**src/rtl/counter_pkg.sv**
```systemverilog
// Shared types for the up/down counter slice: direction and terminal-value behaviour.
package counter_pkg;

    typedef enum logic {
        DIR_DOWN = 1'b0,
        DIR_UP   = 1'b1
    } dir_t;

    typedef enum logic {
        MODE_WRAP = 1'b0,
        MODE_SAT  = 1'b1
    } mode_t;

    localparam int N_MIN = 2;
    localparam int N_MAX = 32;

endpackage

```
**src/rtl/counter_next.sv**
```systemverilog
// Combinational next-count logic: step in the requested direction, flagging
// wrap or saturation events at the 0 / MAX boundaries.
module counter_next
    import counter_pkg::*;
#(
    parameter int              N        = 4,
    parameter longint unsigned MAX      = (64'd1 << N) - 64'd1,
    parameter int              SATURATE = 0
) (
    input  logic [N-1:0] count,
    input  logic         up,
    output logic [N-1:0] nxt,
    output logic         at_term,
    output logic         wrap_ev,
    output logic         sat_ev
);

    localparam logic [N-1:0] MAXV = N'(MAX);
    localparam mode_t        MODE = (SATURATE != 0) ? MODE_SAT : MODE_WRAP;

    dir_t dir;
    logic at_max, at_zero;

    assign dir     = dir_t'(up);
    assign at_max  = (count == MAXV);
    assign at_zero = (count == '0);
    assign at_term = (dir == DIR_UP) ? at_max : at_zero;

    always_comb begin
        nxt     = count;
        wrap_ev = 1'b0;
        sat_ev  = 1'b0;
        if (at_term) begin
            // Boundary: either roll to the opposite end or stick in place
            if (MODE == MODE_SAT) begin
                sat_ev = 1'b1;
            end else begin
                wrap_ev = 1'b1;
                nxt     = (dir == DIR_UP) ? '0 : MAXV;
            end
        end else if (dir == DIR_UP) begin
            nxt = count + N'(1);
        end else begin
            nxt = count - N'(1);
        end
    end

endmodule

```
**src/rtl/counter_updown_n.sv**
```systemverilog
// Modulo-(MAX+1) up/down counter with load, clear, wrap pulse and sticky
// saturation flag. Priority per edge: reset > clear > load > en.
module counter_updown_n
    import counter_pkg::*;
#(
    parameter int              N        = 4,
    parameter longint unsigned MAX      = (64'd1 << N) - 64'd1,
    parameter int              SATURATE = 0
) (
    input  logic         clk,
    input  logic         reset,
    input  logic         clear,
    input  logic         load,
    input  logic [N-1:0] load_val,
    input  logic         en,
    input  logic         up,
    output logic [N-1:0] count,
    output logic         tc,
    output logic         wrapped,
    output logic         sat
);

    localparam logic [N-1:0] MAXV = N'(MAX);

    if (N < N_MIN || N > N_MAX) begin : g_bad_n
        $error("counter_updown_n: N=%0d out of range 2..32", N);
    end
    if (MAX < 1 || MAX > ((64'd1 << N) - 64'd1)) begin : g_bad_max
        $error("counter_updown_n: MAX=%0d out of range 1..2**N-1", MAX);
    end

    logic [N-1:0] nxt;
    logic         at_term, wrap_ev, sat_ev;

    counter_next #(
        .N        (N),
        .MAX      (MAX),
        .SATURATE (SATURATE)
    ) u_next (
        .count   (count),
        .up      (up),
        .nxt     (nxt),
        .at_term (at_term),
        .wrap_ev (wrap_ev),
        .sat_ev  (sat_ev)
    );

    assign tc = en & ~load & ~clear & ~reset & at_term;

    always_ff @(posedge clk) begin
        if (reset || clear) begin
            count   <= '0;
            wrapped <= 1'b0;
            sat     <= 1'b0;
        end else if (load) begin
            // Out-of-range loads clamp so count never exceeds MAX
            count   <= (load_val > MAXV) ? MAXV : load_val;
            wrapped <= 1'b0;
        end else if (en) begin
            count   <= nxt;
            wrapped <= wrap_ev;
            if (sat_ev) sat <= 1'b1;
        end else begin
            wrapped <= 1'b0;
        end
    end

endmodule

```
**config.mk**
```make
export PLATFORM = sky130hd
export DESIGN_NAME = counter_updown_n
export DESIGN_NICKNAME = d
export VERILOG_FILES = /design/src/rtl/counter_pkg.sv /design/src/rtl/counter_next.sv /design/src/rtl/counter_updown_n.sv
export SDC_FILE = /design/constraint.sdc
export NUM_CORES = 1
export LEC_CHECK = 0
export ABC_AREA = 1
export CORE_UTILIZATION = 28
export CTS_BUF_LIST = sky130_fd_sc_hd__clkbuf_2
export DETAILED_ROUTE_END_ITERATION = 8
export DONT_BUFFER_PORTS = 1
export PLACE_DENSITY = 0.51
export SLEW_MARGIN = 20
export SYNTH_ARGS = -nofsm -noshare
export SYNTH_HDL_FRONTEND = slang
export SYNTH_SLANG_ARGS = --single-unit
export TNS_END_PERCENT = 10
```
**constraint.sdc**
```tcl
create_clock -name clk -period 1.2 [get_ports clk]
set_input_delay 0.24 -clock clk [delete_from_list [all_inputs] [get_ports clk]]
set_output_delay 0.24 -clock clk [all_outputs]
set_load 0.01 [all_outputs]
```
Word level (Yosys, flattened, before mapping)
Cells that the tools add are included.
- logic and storage cells: 26
- flip-flop bits (word level): 5
- input port bits: 10
- equality and inequality tests: 1
- reductions and logical operators: 4
- add/sub/neg operators: 2
- bitwise logic cells: 8
- $lt $le $gt $ge: 1
- muxes and demuxes: 8
- operator list (operator ; number):
    4-bit 2-to-1 mux ; 6
    4-bit by 1-bit adder with 4-bit output (second input constant) ; 1
    1-bit bitwise AND ; 4
    4-bit equality test (second input constant) ; 1
    4-bit > comparator (second input constant) ; 1
    4-bit logical NOT ; 1
    1-bit NOT ; 4
    4-bit by 1-bit subtractor with 4-bit output (second input constant) ; 1
    3-bit OR reduction ; 1
    1-bit 2-to-1 mux ; 2
    2-bit nonzero test ; 1
    1-bit logical OR ; 1

Longest topological paths before layout
- depth after elaboration: 5
- depth in mapped cells: 10

Cells and area by module
Synthesis repeated with hierarchy kept, for this count alone.
- cell total of the unflattened synthesis: 79
- area total of the unflattened synthesis: 474.2 um^2
- by module, submodules not included (module ; cells an instance ; sequential area each (um^2) ; times used ; area an instance (um^2)):
    counter_updown_n ; 43 ; 120.1 ; 1 ; 270.3
    counter_next ; 36 ; 0.0 ; 1 ; 203.9

Worst setup path before layout
No wires, ideal clock.
- path kind: register to output
- start: register count[0]
- end: output tc
- setup slack: -125 ps
- arrival time: 1085 ps
- cell stages (with the launch flop): 4
- path through: dfxtp_1 > nand3_2 > or2_4 > a21oi_1
- cells in the longest elaborated chain, start to end: 3
- RTL lines (item ; RTL line ; source):
    from (decl) ; counter_updown_n.sv:17 ; output logic [N-1:0] count,
    from (signal assigned) ; counter_updown_n.sv:57 ; count <= (load_val > MAXV) ? MAXV : load_val;
    from (signal assigned) ; counter_updown_n.sv:60 ; count <= nxt;
    4-bit equality test or 4-bit logical NOT (tied branches) ; counter_next.sv:25, counter_next.sv:26 ;
    1-bit 2-to-1 mux * ; counter_next.sv:27 ; assign at_term = (dir == DIR_UP) ? at_max : at_zero;
    1-bit bitwise AND * ; counter_updown_n.sv:48 ; assign tc = en & ~load & ~clear & ~reset & at_term;
    to (decl) ; counter_updown_n.sv:18 ; output logic tc,
Mark *: on every way between the ends. The rest lies on a longest branch, timed or not.

Final worst setup path
- start: register count[2]
- end: register count[3]
- cells in the longest elaborated chain, start to end: 5
- RTL lines (item ; RTL line ; source):
    4-bit by 1-bit subtractor with 4-bit output (tied with other cells) ; counter_next.sv:44 ; nxt = count - N'(1);
    4-bit 2-to-1 mux or 1-bit 2-to-1 mux (tied branches) ; counter_next.sv:41, counter_next.sv:27 ;
    4-bit 2-to-1 mux * ; counter_next.sv:33 ; if (at_term) begin
    4-bit 2-to-1 mux * ; counter_updown_n.sv:59 ; end else if (en) begin
    4-bit 2-to-1 mux * ; counter_updown_n.sv:55 ; end else if (load) begin
Mark *: on every way between the ends. The rest lies on a longest branch, timed or not. The select of a mux whose other input is x is not followed.
A chain may end at the register's enable or synchronous reset.

==> reports/results.tsv <==
stage	metric	value	unit
drt	DRT Wirelength	878	um
timing	worst setup slack after layout	-0.138	ns
cells_and_area	Synth-to-Final Area Change	41.7	%
pwr	Net Sw Frac	0.303	
logic_synthesis	#FFs+latches synth	5	
critical_path	worst-path maximum fanout	5	
job	MaxCap Viol Count	0	
drt	vias per cell	4.51	
global_route	largest net degree at the start of global routing	8	
place	Post-Place Worst Slack	-0.102	ns
drt	drt first pass iters	2	
pwr	combinational share of power	0.275	
critical_path	critical path endpoint category	register	
outcome	status	finished with violations	
critical_path	crit path capture	count[3]	
critical_path	Worst EP required	1.31	ns
drt	remaining antenna violation count	0	
drt	Initial DRC Count	5	
timing	Final Max Slew Viols	0	
cells_and_area	fillers	148	
logic_synthesis	Syn Inst Count	63	
cts	Clock Pin Slew Worst Setup and Hold Paths	0.05	ns
cells_and_area	Sequential Area	115	um2
cts	Max Root-Sink Buffers	2	
die	Core Region	1330	um2
drt	WL/cell	9.44	um
cts	clock tree sinks	5	
critical_path	worst-path cell chain	buf_4, ha_4, or2_1, nand2_1, nand2_1, nand3_2, nand2_1, nand2_1, nand2_1	
drt	vias	419	
die	Die Height	40.2	um
die	area of the die	1610	um2
cells_and_area	post-layout net count	92	
global_route	initial antenna violation count	0	
pwr	internal power	0.000320	W
cts	CTS buffer count	3	
pwr	Clock Power Share	0.328	
logic_synthesis	Ys Warns	0	
global_route	grt ovf	0	
logic_synthesis	Mapped Area	408	um2
pwr	PnR Total Power	0.000458	W
timing	Final Critical Period	1.34	ns
logic_synthesis	Seq/Total Area, Yosys	0.245	
critical_path	startpoint types	register	
logic_synthesis	Avg Inst Size Synth	6.47	um2
critical_path	CP arrival	1.45	ns
pwr	peak supply drop	0.000372	V
global_route	Tot GR Track Use	0.125	
critical_path	CP most frequent cell	nand2_1	
pwr	sw power	0.000139	W
timing	final setup vio count	4	
cts	Post-CTS Hold Buffers	0	
die	die width	40.2	um
timing	fmax	0.748	GHz
place	DP Area	507	um2
drt	drc violations	0	
die	IO Pins	17	
cts	Root Buffer Master	clkbuf_2	
place	GPL Wtd Cong	0.763	
cells_and_area	final instance area	578	um2
critical_path	Setup crit start	count[2]	
timing	final worst-path cycle share	1.11	
timing	unrepaired setup endpoints after global routing	yes	
critical_path	Worst Reg-to-Reg Cells	9	
critical_path	CP max stage cell	dfxtp_4	
outcome	failing checks	setup timing	
critical_path	FF-to-FF End	count[3]	
cells_and_area	layout cells sized above 1	0.372	
critical_path	critical path class	register to register	
cells_and_area	Antenna diodes	0	
cells_and_area	multi-input logic area	300	um2
pwr	Power Density	793	nW/um2
timing	Final Skew	0.00337	ns
timing	final hold viol count	0	
global_route	vias in the first global route	319	
die	Initial Utilization	0.306	
cts	Max H-tree Level	1	
die	Site Rows	13	
place	Port Buf Inserts	0	
worst_hold_path	Hold Crit Class	input pin to register	
place	dpl hpwl	697	um
cts	TritonCTS clock tree	built	
pwr	LEAKAGE	0.294	nW
critical_path	Worst R2R Setup Slack	-0.14	ns
global_route	first-pass GRT wire length	1270	um
logic_synthesis	post-synth net total	76	
critical_path	RR Startpoint	count[2]	
cts	clk_lat worst skew	0.21	ns
timing	Fin Hold WS	0.227	ns
critical_path	slowest stage delay, CP	0.35	ns
pwr	sequential share of power	0.398	
logic_synthesis	post-synthesis cell type count	18	
-- metal layers --
metal / share of wire / track usage / up-vias
met5: 0 / 0 / -
met4: 0 / 0 / 0
met3: 0.064 / 0.106 / 0
met2: 0.47 / 0.190 / 10
met1: 0.46 / 0.142 / 181
li1: - / - / 228
-- synthesized netlist by cell type --
cell	n	area share
a21oi_1	4	0.049
a22o_1	1	0.021
a22oi_1	2	0.037
buf_4	1	0.018
conb_1	1	0.0092
dfxtp_1	5	0.25
fa_1	1	0.049
ha_1	2	0.061
inv_1	8	0.074
nand2_1	20	0.18
nand2_4	1	0.028
nand3_1	1	0.012
nand3_2	2	0.049
nor2_1	7	0.064
nor3_1	2	0.025
o21ai_1	3	0.037
or2_1	1	0.015
or2_4	1	0.021
-- area by class of cell --
| class | count | area share |
|---|---|---|
| well taps | 15 | 0.0325 |
| flip-flops and latches | 5 | 0.199 |
| clock buffers | 4 | 0.0346 |
| repair buffers | 12 | 0.156 |
| inverters | 8 | 0.0584 |
| multi-input cells | 49 | 0.519 |
-- sequential cells by signal (all words and copies together) (netlist names) --
name     flops
count        4
wrapped      1
-- metrics by stage --
| step | std cells | utilization | TNS [ns] |
|---|---|---|---|
| final | 93 | 0.433 | -0.441 |
| after global routing | 93 | 0.433 | -0.763 |
| after CTS | 93 | 0.431 | -0.478 |
| after detailed placement | 85 | 0.380 | -0.256 |
| after global placement | 85 | 0.380 | -0.269 |
| after floorplan | 63 | - | -0.0403 |
-- cells by family (layout without fill, tap and decap cells) --
kind of cell,count (synthesis),in the layout,synth area share
simple gates,35,35,0.399
compound gates,10,10,0.144
buf+inv,9,24,0.0920
flops,5,5,0.245
fa+ha+maj,3,3,0.110
other cells,1,1,0.00919
-- power groups by stage --
stage                     Combinational [W]  Clock, W  Sequential, W
final                              0.000126  0.000150       0.000182
after detailed placement           0.000112         0       0.000192
after global placement             0.000111         0       0.000192
after CTS                          0.000125  0.000159       0.000182
after floorplan                   0.0000783         0       0.000193
after global routing               0.000146  0.000172       0.000183
-- critical path: cells and delay by family, from the launching register on --
| kind | cells | cell delay [ns] |
|---|---|---|
| simple gates | 7 | 0.53 |
| fa+ha+maj | 1 | 0.21 |
| buf+inv | 1 | 0.14 |
| flops | 1 | 0.35 |
-- cell usage in the layout (no fill, tap or decap) --
master / netlist / final
nor3_1: 2 / 2
nand3_1: 1 / 1
nand2_4: 1 / 1
nor2_1: 7 / 7
a21oi_2: 0 / 1
clkbuf_2: 0 / 4
or2_4: 1 / 1
dfxtp_4: 0 / 4
fa_2: 0 / 1
dfxtp_1: 5 / 1
inv_1: 8 / 7
ha_1: 2 / 1
o21ai_1: 3 / 3
a21oi_4: 0 / 1
nand3_2: 2 / 2
or2_1: 1 / 1
a21oi_1: 4 / 2
ha_4: 0 / 1
conb_1: 1 / 1
buf_4: 1 / 12
a22oi_1: 2 / 2
nand2_1: 20 / 20
a22o_1: 1 / 1
clkinvlp_4: 0 / 1
-- worst min path at each step --
stage / start / end / cells past startpoint
after floorplan: reset / count[1] / 3
after global placement: load / count[0] / 4
after detailed placement: load / count[0] / 4
after CTS: load / count[2] / 3
after global routing: load / count[2] / 3
final: load / count[2] / 3
-- repair_timing --
action | CTS | global route
hold endpoints to repair | 0 | 0
gates resized for setup | 5 | 1
setup buffers | 4 | 0
setup endpoints to repair | 4 | 5
cloned | 0 | 0
pin swaps | 4 | 2
Note: power is estimated with default switching activity, not from simulation.
==> RTL change (config.mk and constraints unchanged) <==
`SATURATE` is set to 0 in 2 places; all go to 1.
--- a/src/rtl/counter_next.sv
+++ b/src/rtl/counter_next.sv
@@ -5,7 +5,7 @@
 #(
     parameter int              N        = 4,
     parameter longint unsigned MAX      = (64'd1 << N) - 64'd1,
-    parameter int              SATURATE = 0
+    parameter int              SATURATE = 1
 ) (
     input  logic [N-1:0] count,
     input  logic         up,
--- a/src/rtl/counter_updown_n.sv
+++ b/src/rtl/counter_updown_n.sv
@@ -5,7 +5,7 @@
 #(
     parameter int              N        = 4,
     parameter longint unsigned MAX      = (64'd1 << N) - 64'd1,
-    parameter int              SATURATE = 0
+    parameter int              SATURATE = 1
 ) (
     input  logic         clk,
     input  logic         reset,
Formal check against the unedited RTL: not equivalent (Yosys sat finds a counterexample within 4 cycles, from zero or initial values).
==> RTL change against the original RTL <==
Sequential cell count stayed put; cell area is 7.4% higher; the flow still finishes with violations (setup timing); synthesized area is 2.5% lower; wire length is 6.6% higher; power is 9.6% higher; worst setup slack worse by 2.5 ps; synthesized cell count is 14% lower; highest routed layer is now met4; die area is 2.3% lower; combinational power is 29% higher.
==> RTL change: results (changes against the original RTL) <==
Residual DRC -> 0 (unchanged)
largest net degree at the start of global routing -> 7 (-1)
capture point of the worst path -> tc
Synth cell types -> 21 (+3)
clk buf depth -> 2 (unchanged)
Worst Hold Class -> in -> reg
status -> finished, violations left
crit path max-delay cell type -> dfxtp_2
Post-synth top flop -> dfxtp_1
syn_nets -> 67 (-12%)
largest cells by area after synthesis -> dfxtp_1 (25%), nand2_1 (9.4%), ha_1 (6.3%), inv_1 (5.7%), nor2_1 (5.7%)
Placed Area -> 499 µm² (-1.5%)
Critical Path Max Stage Delay -> 340 ps
Worst Reg-to-Reg Cells -> 9 (unchanged)
first-pass GRT wire length -> 1470 µm (+16%)
Peak VDD IR -> 555 µV (+49%)
GRT Resource Usage Total -> 14.6% (+2.1 points)
setup violators final -> 5 (+1)
H-tree depth -> 1 (unchanged)
synth warn -> 0 (unchanged)
CP Class -> reg -> out
r2r setup slk -> -100 ps (+40 ps)
wire length per cell -> 10.8 µm (+14%)
failing checks -> setup timing
clk_skew -> 3.54 ps (+0.178 ps)
cell leakage power -> 0.312 nW (+6.3%)
initial DRC count -> 5 (unchanged)
vias per inst -> 4.62 (+2.6%)
vias in the first global route -> 380 (+19%)
final worst-path setup slack -> -140 ps (-2.46 ps)
FFs w/ async S/R, synth -> 0% (unchanged)
setup TNS -> -340 ps (+102 ps)
# port buffers -> 0 (unchanged)
dpl ws -> -87.4 ps (+15.1 ps)
register area share after synthesis -> 25.2% (+0.62 points)
initial antenna violation count -> 0 (unchanged)
TritonCTS Buffers -> 3 (unchanged)
Clock Latency Late Sink -> 210 ps (about the same)
Psw -> 0.157 mW (+13%)
diodes inserted -> 0 (unchanged)
crit path DAT -> 1100 ps (-350 ps)
DRT Pass-1 Iters -> 4 (+2)
critical path's top delay family -> flip-flops
dpl hpwl -> 680 µm (-2.4%)
Final Hold Viols -> 0 (unchanged)
Final Wtd Congestion -> 0.813 (+6.5%)
worst r2r dst -> count[3]
Die Area -> 0.00158 mm² (-2.3%)
Reg-to-Reg Start -> count[2]
nets -> 86 (-6.5%)
layout filler cell count -> 142 (-4.1%)
root buf cell -> clkbuf_2
proportion of layout cells with a drive suffix above 1 -> 54.2% (+17 points)
biggest regs -> count (4), sat (1)
clock slew seen by the registers of the worst setup and hold paths -> 50 ps (about the same)
top cells by count, synth -> nand2_1 (10), inv_1 (6), nor2_1 (6)
worst-path fanout max -> 2 (-3)
[RTL change: cell count changes after synthesis, sizes merged]
cell,change
a21o,+1
xnor2,+1
a21oi,-1
nand3,+4
inv,-2
nor2,+1
nor3b,+1
a22oi,-2
or2,-2
a22o,-1
xor2,+1
nand2,-10
[RTL change: kinds of logic (layout without fill, tap and decap cells)]
logic type / after synthesis / count (layout) / synth area share, %
AOI/OAI and AO/OA: 7 / 7 / 9.43
xor gates and xnor gates: 2 / 2 / 4.40
adders and majority gates: 3 / 3 / 11.3
buffers and inverters: 7 / 25 / 7.55
DFF: 5 / 5 / 25.2
other: 1 / 1 / 0.942
and+or+nand+nor: 29 / 29 / 41.2
[RTL change: layout make-up]
type                            instances  area [µm²]  share of cell area, %
Sequential cell                         5         110                   17.7
Clock buffer                            4        20.0                   3.23
Multi-Input combinational cell         42         330                   53.2
Timing Repair Buffer                   15         116                   18.8
Tap cell                               15        18.8                   3.02
Inverter                                6        25.0                   4.03
[RTL change: worst min path at each step]
stage / start / endpoint / slack (ps) / cells after the start
floorplan: load / count[1] / 400 / 2
global placement: load / count[1] / 420 / 2
detailed placement: load / count[1] / 420 / 2
CTS: load / count[1] / 180 / 2
global route: load / count[1] / 170 / 2
finish: load / count[1] / 190 / 2
[RTL change: power by group through the flow]
stage	Clock, mW	Sequential [mW]	Combinational (mW)
after global routing	0.174	0.188	0.180
after global placement	0	0.191	0.125
after floorplan	0	0.192	0.0804
after CTS	0.161	0.186	0.156
after detailed placement	0	0.191	0.124
final	0.151	0.188	0.163
[RTL change: per-stage QoR]
step                cells  hold slack (ps)
floorplan              54              397
global placement       79              416
detailed placement     79              424
CTS                    87              179
global route           87              173
finish                 87              188
[RTL change: what timing repair did]
item	in CTS	in global routing
setup buffers	4	0
setup endpoints to repair	4	5
gates resized for setup	14	3
pin swaps	4	1
hold buffers	0	0
[RTL change: worst reg2reg max path: cells and delay by family (launching register included)]
kind          cells  cell delay (ps)
flops             1              320
buf+inv           2              170
simple gates      6              420
fa+ha+maj         1              280
[RTL change: metal layers]
metal / wire, µm / global-route usage (%) / vias up
met2: 444 / 23.4 / 14
met4: 7 / 10.3 / 0
met3: 44 / 3.41 / 2
met1: 440 / 16.8 / 177
li1: - / - / 209
met5: 0 / 0 / -
